**src/rtl/ddr2_arb_pkg.sv**
```systemverilog
// Shared command encodings, FSM states and tag-sizing helpers for the
// DDR2 requester arbiter and its return-tag queue.
package ddr2_arb_pkg;

   localparam logic [2:0] CMD_NOP  = 3'b000;
   localparam logic [2:0] CMD_SCR  = 3'b001;
   localparam logic [2:0] CMD_SCW  = 3'b010;
   localparam logic [2:0] CMD_BLR  = 3'b011;
   localparam logic [2:0] CMD_BLW  = 3'b100;
   localparam logic [2:0] CMD_ATM0 = 3'b101;
   localparam logic [2:0] CMD_ATM1 = 3'b110;

   typedef enum logic {
      ST_ARB   = 1'b0,
      ST_BURST = 1'b1
   } arb_state_e;

   function automatic logic needs_tag(input logic [2:0] cmd);
      return (cmd == CMD_SCR) || (cmd == CMD_BLR) ||
             (cmd == CMD_ATM0) || (cmd == CMD_ATM1);
   endfunction

   function automatic logic cmd_is_valid(input logic [2:0] cmd);
      return (cmd != CMD_NOP) && (cmd != 3'b111);
   endfunction

   // Number of words the controller will return for a command.
   function automatic logic [5:0] ret_words(input logic [2:0] cmd, input logic [1:0] sz);
      logic [5:0] n;
      n = 6'd0;
      if (cmd == CMD_BLR) begin
         n = {({1'b0, sz} + 3'd1), 3'b000};
      end else if (needs_tag(cmd)) begin
         n = 6'd1;
      end
      return n;
   endfunction

   function automatic logic [5:0] burst_last(input logic [1:0] sz);
      return {1'b0, sz, 3'b111};
   endfunction

endpackage

```
**src/rtl/ddr2_tag_queue.sv**
```systemverilog
// In-order queue of {owner id, remaining return words}; the head entry is
// decremented once per returned word and popped when its count runs out.
module ddr2_tag_queue
   import ddr2_arb_pkg::*;
#(
   parameter int IDW   = 1,
   parameter int DEPTH = 8
) (
   input  logic           clk_i,
   input  logic           rst_ni,
   input  logic           push_i,
   input  logic [IDW-1:0] push_id_i,
   input  logic [5:0]     push_cnt_i,
   input  logic           dec_i,
   output logic [IDW-1:0] head_id_o,
   output logic           full_o,
   output logic           empty_o
);

   localparam int AW = $clog2(DEPTH);
   localparam logic [AW:0] PTR_ONE = {{AW{1'b0}}, 1'b1};

   logic [AW:0]    wr_q, wr_d, rd_q, rd_d;
   logic [IDW-1:0] id_mem  [DEPTH];
   logic [5:0]     cnt_mem [DEPTH];
   logic           do_push, do_dec, do_pop;

   assign empty_o   = (wr_q == rd_q);
   assign full_o    = (wr_q[AW] != rd_q[AW]) && (wr_q[AW-1:0] == rd_q[AW-1:0]);
   assign head_id_o = id_mem[rd_q[AW-1:0]];

   assign do_push = push_i & ~full_o;
   assign do_dec  = dec_i & ~empty_o;
   assign do_pop  = do_dec & (cnt_mem[rd_q[AW-1:0]] == 6'd1);

   always_comb begin
      wr_d = wr_q;
      rd_d = rd_q;
      if (do_push) wr_d = wr_q + PTR_ONE;
      if (do_pop)  rd_d = rd_q + PTR_ONE;
   end

   always_ff @(posedge clk_i or negedge rst_ni) begin
      if (!rst_ni) begin
         wr_q <= '0;
         rd_q <= '0;
      end else begin
         wr_q <= wr_d;
         rd_q <= rd_d;
      end
   end

   // Push and decrement never share a slot: a push needs a free slot, a decrement a live head.
   always_ff @(posedge clk_i) begin
      if (do_push) begin
         id_mem[wr_q[AW-1:0]]  <= push_id_i;
         cnt_mem[wr_q[AW-1:0]] <= push_cnt_i;
      end
      if (do_dec) begin
         cnt_mem[rd_q[AW-1:0]] <= cnt_mem[rd_q[AW-1:0]] - 6'd1;
      end
   end

endmodule

```
**src/rtl/ddr2_req_arbiter.sv**
```systemverilog
// Round-robin front end sharing the DDR2 controller host port among NREQ
// requesters, streaming block-write beats and routing returned words home.
module ddr2_req_arbiter
   import ddr2_arb_pkg::*;
#(
   parameter int NREQ     = 2,
   parameter int IDW      = 1,
   parameter int TAGDEPTH = 8
) (
   input  logic               clk_i,
   input  logic               rst_ni,
   input  logic [NREQ-1:0]    req_valid_i,
   input  logic [3*NREQ-1:0]  req_cmd_i,
   input  logic [25*NREQ-1:0] req_addr_i,
   input  logic [2*NREQ-1:0]  req_sz_i,
   input  logic [3*NREQ-1:0]  req_op_i,
   input  logic [16*NREQ-1:0] req_din_i,
   output logic [NREQ-1:0]    req_ack_o,
   output logic [NREQ-1:0]    req_dready_o,
   output logic [NREQ-1:0]    rsp_valid_o,
   output logic [15:0]        rsp_data_o,
   output logic [24:0]        rsp_addr_o,
   output logic [2:0]         ctl_cmd_o,
   output logic [24:0]        ctl_addr_o,
   output logic [1:0]         ctl_sz_o,
   output logic [2:0]         ctl_op_o,
   output logic [15:0]        ctl_din_o,
   input  logic               ctl_notfull_i,
   input  logic               ctl_ready_i,
   input  logic [15:0]        ctl_dout_i,
   input  logic [24:0]        ctl_raddr_i,
   input  logic               ctl_validout_i,
   output logic               err_orphan_o
);

   arb_state_e     state_q, state_d;
   logic [IDW-1:0] ptr_q, ptr_d;
   logic [IDW-1:0] owner_q, owner_d;
   logic [5:0]     cnt_q, cnt_d;
   logic [NREQ-1:0] rsp_valid_q, rsp_valid_d;
   logic [15:0]    rsp_data_q;
   logic [24:0]    rsp_addr_q;
   logic           err_q;

   logic [2:0]  cmd_a  [NREQ];
   logic [24:0] addr_a [NREQ];
   logic [1:0]  sz_a   [NREQ];
   logic [2:0]  op_a   [NREQ];
   logic [15:0] din_a  [NREQ];

   logic           issue_ok;
   logic [NREQ-1:0] elig;
   logic           win_found;
   logic [IDW-1:0] win_id, scan_idx;

   logic           tq_push, tq_dec, tq_full, tq_empty;
   logic [IDW-1:0] tq_push_id, tq_head_id;
   logic [5:0]     tq_push_cnt;

   for (genvar g = 0; g < NREQ; g++) begin : g_unpack
      assign cmd_a[g]  = req_cmd_i[3*g +: 3];
      assign addr_a[g] = req_addr_i[25*g +: 25];
      assign sz_a[g]   = req_sz_i[2*g +: 2];
      assign op_a[g]   = req_op_i[3*g +: 3];
      assign din_a[g]  = req_din_i[16*g +: 16];
   end

   assign issue_ok = ctl_ready_i & ctl_notfull_i;

   // Invalid commands are always eligible so they can be flushed with an ack.
   always_comb begin
      elig = '0;
      for (int i = 0; i < NREQ; i++) begin
         elig[i] = req_valid_i[i] &
                   (~cmd_is_valid(cmd_a[i]) |
                    (issue_ok & (~needs_tag(cmd_a[i]) | ~tq_full)));
      end
   end

   always_comb begin
      win_found = 1'b0;
      win_id    = '0;
      scan_idx  = '0;
      for (int k = 0; k < NREQ; k++) begin
         scan_idx = IDW'((int'(ptr_q) + k) % NREQ);
         if (!win_found && elig[scan_idx]) begin
            win_found = 1'b1;
            win_id    = scan_idx;
         end
      end
   end

   always_comb begin
      state_d      = state_q;
      ptr_d        = ptr_q;
      owner_d      = owner_q;
      cnt_d        = cnt_q;
      req_ack_o    = '0;
      req_dready_o = '0;
      ctl_cmd_o    = CMD_NOP;
      ctl_addr_o   = '0;
      ctl_sz_o     = '0;
      ctl_op_o     = '0;
      ctl_din_o    = '0;
      tq_push      = 1'b0;
      tq_push_id   = '0;
      tq_push_cnt  = '0;
      if (rst_ni) begin
         unique case (state_q)
            ST_ARB: begin
               if (win_found) begin
                  req_ack_o[win_id] = 1'b1;
                  ptr_d = IDW'((int'(win_id) + 1) % NREQ);
                  if (cmd_is_valid(cmd_a[win_id])) begin
                     ctl_cmd_o  = cmd_a[win_id];
                     ctl_addr_o = addr_a[win_id];
                     ctl_sz_o   = sz_a[win_id];
                     ctl_op_o   = op_a[win_id];
                     ctl_din_o  = din_a[win_id];
                     if (needs_tag(cmd_a[win_id])) begin
                        tq_push     = 1'b1;
                        tq_push_id  = win_id;
                        tq_push_cnt = ret_words(cmd_a[win_id], sz_a[win_id]);
                     end
                     if (cmd_a[win_id] == CMD_BLW) begin
                        owner_d = win_id;
                        cnt_d   = burst_last(sz_a[win_id]);
                        state_d = (burst_last(sz_a[win_id]) != 6'd0) ? ST_BURST : ST_ARB;
                     end
                  end
               end
            end
            ST_BURST: begin
               ctl_din_o = din_a[owner_q];
               if (ctl_notfull_i) begin
                  req_dready_o[owner_q] = 1'b1;
                  cnt_d = cnt_q - 6'd1;
                  if (cnt_q == 6'd1) state_d = ST_ARB;
               end
            end
            default: state_d = ST_ARB;
         endcase
      end
   end

   assign tq_dec = ctl_validout_i & ~tq_empty;

   always_comb begin
      rsp_valid_d = '0;
      if (tq_dec) rsp_valid_d[tq_head_id] = 1'b1;
   end

   always_ff @(posedge clk_i or negedge rst_ni) begin
      if (!rst_ni) begin
         state_q     <= ST_ARB;
         ptr_q       <= '0;
         owner_q     <= '0;
         cnt_q       <= '0;
         rsp_valid_q <= '0;
         rsp_data_q  <= '0;
         rsp_addr_q  <= '0;
         err_q       <= 1'b0;
      end else begin
         state_q     <= state_d;
         ptr_q       <= ptr_d;
         owner_q     <= owner_d;
         cnt_q       <= cnt_d;
         rsp_valid_q <= rsp_valid_d;
         if (tq_dec) begin
            rsp_data_q <= ctl_dout_i;
            rsp_addr_q <= ctl_raddr_i;
         end
         if (ctl_validout_i && tq_empty) err_q <= 1'b1;
      end
   end

   assign rsp_valid_o  = rsp_valid_q;
   assign rsp_data_o   = rsp_data_q;
   assign rsp_addr_o   = rsp_addr_q;
   assign err_orphan_o = err_q;

   ddr2_tag_queue #(
      .IDW   (IDW),
      .DEPTH (TAGDEPTH)
   ) u_tag_queue (
      .clk_i      (clk_i),
      .rst_ni     (rst_ni),
      .push_i     (tq_push),
      .push_id_i  (tq_push_id),
      .push_cnt_i (tq_push_cnt),
      .dec_i      (tq_dec),
      .head_id_o  (tq_head_id),
      .full_o     (tq_full),
      .empty_o    (tq_empty)
   );

endmodule

```
**config.mk**
```make
export PLATFORM = sky130hd
export DESIGN_NAME = ddr2_req_arbiter
export DESIGN_NICKNAME = d
export VERILOG_FILES = /design/src/rtl/ddr2_arb_pkg.sv /design/src/rtl/ddr2_tag_queue.sv /design/src/rtl/ddr2_req_arbiter.sv
export SDC_FILE = /design/constraint.sdc
export NUM_CORES = 1
export LEC_CHECK = 0
export BUFFER_PORTS_ARGS = -buffer_cell sky130_fd_sc_hd__buf_2
export CORE_MARGIN = 2
export CORE_UTILIZATION = 45
export DETAILED_ROUTE_END_ITERATION = 12
export GPL_TIMING_DRIVEN = 0
export PLACE_DENSITY = 0.77
export SYNTH_ARGS = -nofsm -noshare
export SYNTH_HDL_FRONTEND = slang
export SYNTH_SLANG_ARGS = --single-unit
```
**constraint.sdc**
```tcl
create_clock -name clk_i -period 3.2 [get_ports clk_i]
set_input_delay 0.48 -clock clk_i [delete_from_list [all_inputs] [get_ports clk_i]]
set_output_delay 0.48 -clock clk_i [all_outputs]
set_load 0.03 [all_outputs]
```
==> results_dict.tcl <==
set metrics [dict create \
    htreeDepth 4 \
    area_growth_pct 51.43 \
    clk_pin_slew_worst_paths_ns 0.07 \
    setup_ws_ns -0.1143 \
    crit_path_frequent_cell "buf_6" \
    fill_cells 971 \
    ys_top_cells_by_area "edfxtp_1, dfrtp_1, nand2_1" \
    fin_area_mm2 0.009928 \
    power_leakage_nw 4.656 \
    drt_iter0_drc 629 \
    synth_edf_count 56 \
    r2r-start "u_tag_queue.wr_q[2]" \
    hpwl_um 14530 \
    grt_usage_pct 26.24 \
    clock_sinks 117 \
    io_pins 243 \
    final_cells 1205 \
    critPathBufInv 5 \
    vias 6695 \
    synth_flop_cell "dfrtp_1" \
    cp_max_fo 10 \
    synth_cells 698 \
    hold_viol_final 0 \
    peakVddDrop_mv 0.5432 \
    status "complete, but fails checks" \
    maxCapViolCount 0 \
    clkPwrFrac_pct 22.5 \
    clk_path_buf_depth 2 \
    r2r_setup_slack_ns -0.01 \
    hold_path.class "in -> async" \
    wirelength_um 22510 \
    slowest_delay_ns 0.37 \
    cts_made_buffers 17 \
    die_h_um 124.7 \
    slew_violations 0 \
    p_seq_share_pct 27.0 \
    cts_tree "built" \
    core_region_area_mm2 0.01437 \
    wl_per_cell_um 18.68 \
    netlist_area_mm2 0.006556 \
    pwr-share-comb_pct 50.5 \
    final_core_util_pct 69.10 \
    drc 0 \
    ys_ff_latch 117 \
    setup_viol_count_final 45 \
    clk_latency_ns 0.42 \
    worst_setup_path_end_kind "primary output" \
    critPathTopFamily "buffers and inverters" \
    fmax_ghz 0.3017 \
    vias_per_cell 5.556 \
    post-route-period-util_pct 103.6 \
    critical_path_required_ns 2.72 \
    cts-hold-fix-buffers 0 \
    violations "setup timing" \
    crit_path_start_kind "flop" \
    min_period_ns 3.314 \
    initial_core_util_pct 45.63 \
    grt_first_pass_wirelength_um 32220 \
    synth_area_leader_cell "edfxtp_1" \
    power_mw 8.409 \
    post_dp_cell_area_mm2 0.008040 \
    fin_skew_ns 0.01118 \
    final_nets 1161 \
    p_sw_mw 3.737 \
    tightestPinTransition_ns 1.034 \
    antenna_left 0 \
    critPathArrivalTime_ns 2.83 \
    fp.dieW_um 124.7 \
    yosysSeqAreaShare_pct 48.93 \
    rsz0062_at_grt "true" \
    gp_routability_congestion 0.9511 \
    syn_area_per_cell_um2 9.393 \
    synth_common_cells "nand2_1, dfrtp_1, edfxtp_1" \
    switching_share_pct 44.44 \
    dieArea_mm2 0.01555 \
    ff2ff_path_depth 15 \
    fp-row-count 44 \
    io_buffers 240 \
    syn_nets 851 \
    power_density_mw_per_mm2 847.0 \
    grt_remaining_overflow 0 \
    clockRootBuffer "clkbuf_16" \
    path_class "reg -> out" \
    internal_power_mw 4.672 \
    synth_top_area_share_pct 25.65 \
    cpMaxStageDelayCell "dfrtp_1" \
    grt_max_degree 68 \
    path_cells "buf_6 -> xnor2_4 -> a41oi_4 -> buf_6 -> o31ai_4 -> nor2_2 -> o311ai_4 -> buf_6 -> buf_8 -> nor2_1 -> buf_2" \
    synth_warnings 0 \
    first_pass_iters 6 \
    timing.rr.end "u_tag_queue.cnt_mem[7][4]" \
    antenna_cells 0 \
    async_flop_share_pct 52.14 \
    grt_pass1_vias 6289 \
    drive_gt1_share_pct 41.72 \
    antenna_found_initial 0 \
    synth_cell_type_count 60 \
    slew_headroom_pct 30.91 \
    place_inst 1124 \
    synth_most_common_cell "nand2_1" \
]
kinds of logic after synthesis:
kind of cell	Yosys count	share of synthesized area (%)
xor+xnor	19	2.882
flops	117	48.93
mux	49	8.530
compound gates	115	12.63
simple gates	331	21.47
buf+inv	60	4.217
fa+ha+maj	7	1.336
state kept, by name, summed over array words and instances, names as in the netlist, 2 cells and up:
register / flops
u_tag_queue.id_mem: 8
u_tag_queue.wr_q: 4
rsp_addr_o: 25
u_tag_queue.cnt_mem: 48
u_tag_queue.rd_q: 4
cnt_q: 6
rsp_data_o: 16
rsp_valid_o: 2
metrics by stage:
| stage | hold slack [ns] | setup slack (ns) | TNS (ns) |
|---|---|---|---|
| after detailed placement | 0.4569 | -1.103 | -48.41 |
| after floorplan | 0.1844 | -0.07711 | -0.9253 |
| final | 0.1553 | -0.1143 | -2.847 |
| after global placement | 0.4532 | -1.370 | -86.37 |
| after CTS | 0.1829 | -0.04598 | -0.2312 |
| after global routing | 0.2181 | -0.1824 | -7.293 |
cell type report:
cell class | instances | area (µm²) | area share, %
multi-input cells | 521 | 3616 | 36.42
flip-flops and latches | 117 | 3212 | 32.35
repair buffers | 291 | 1912 | 19.26
clock buffers | 18 | 450.4 | 4.537
plain buffers | 46 | 317.8 | 3.201
well taps | 184 | 230.2 | 2.319
clock inverters | 14 | 137.6 | 1.386
inverters | 14 | 52.55 | 0.5293
worst max-delay path by stage:
stage                                   start                         to  depth (start not counted)
final                     u_tag_queue.wr_q[2]                ctl_sz_o[0]                         11
after global placement                 rst_ni  u_tag_queue.cnt_mem[1][4]                          6
after detailed placement  u_tag_queue.rd_q[1]  u_tag_queue.cnt_mem[3][4]                         12
after CTS                 u_tag_queue.rd_q[1]               ctl_din_o[1]                         10
after global routing      u_tag_queue.wr_q[2]                ctl_sz_o[0]                         11
after floorplan           u_tag_queue.wr_q[1]  u_tag_queue.cnt_mem[1][0]                          9
repair_timing:
item,in CTS,in global routing
pin swaps,15,29
resized for setup,103,134
cloned,0,2
buffers inserted,20,27
endpoints found under the setup margin,121,124
hold endpoints to repair,0,0
power by group through the flow:
stage	Clock [mW]	Combinational, mW	Sequential [mW]
final	1.89	4.25	2.27
after global routing	1.97	4.53	2.31
after CTS	1.90	3.88	2.25
after detailed placement	0	3.53	2.26
after global placement	0	3.45	2.25
after floorplan	0	1.98	2.77
layout by cell type (no fill, tap or decap), drive strengths merged, types with 16 or more instances in the layout:
cell | synthesis | layout
inv | 14 | 22
edfxtp | 56 | 56
clkbuf | 30 | 45
buf | 16 | 310
nor2 | 39 | 39
o31ai | 16 | 16
a21oi | 37 | 37
nand2 | 221 | 221
mux2i | 39 | 39
dfrtp | 61 | 61
a22o | 18 | 18
metal layers:
layer  track usage, %  vias to the layer above  routed length [µm]
met3            5.842                       70                1829
met5                0                        -                   0
met2            45.10                      376               11560
met4            11.57                        0                 816
met1            31.60                     3171                8305
li1                 -                     3078                   -
No activity file was read; power rests on OpenSTA's default activity.
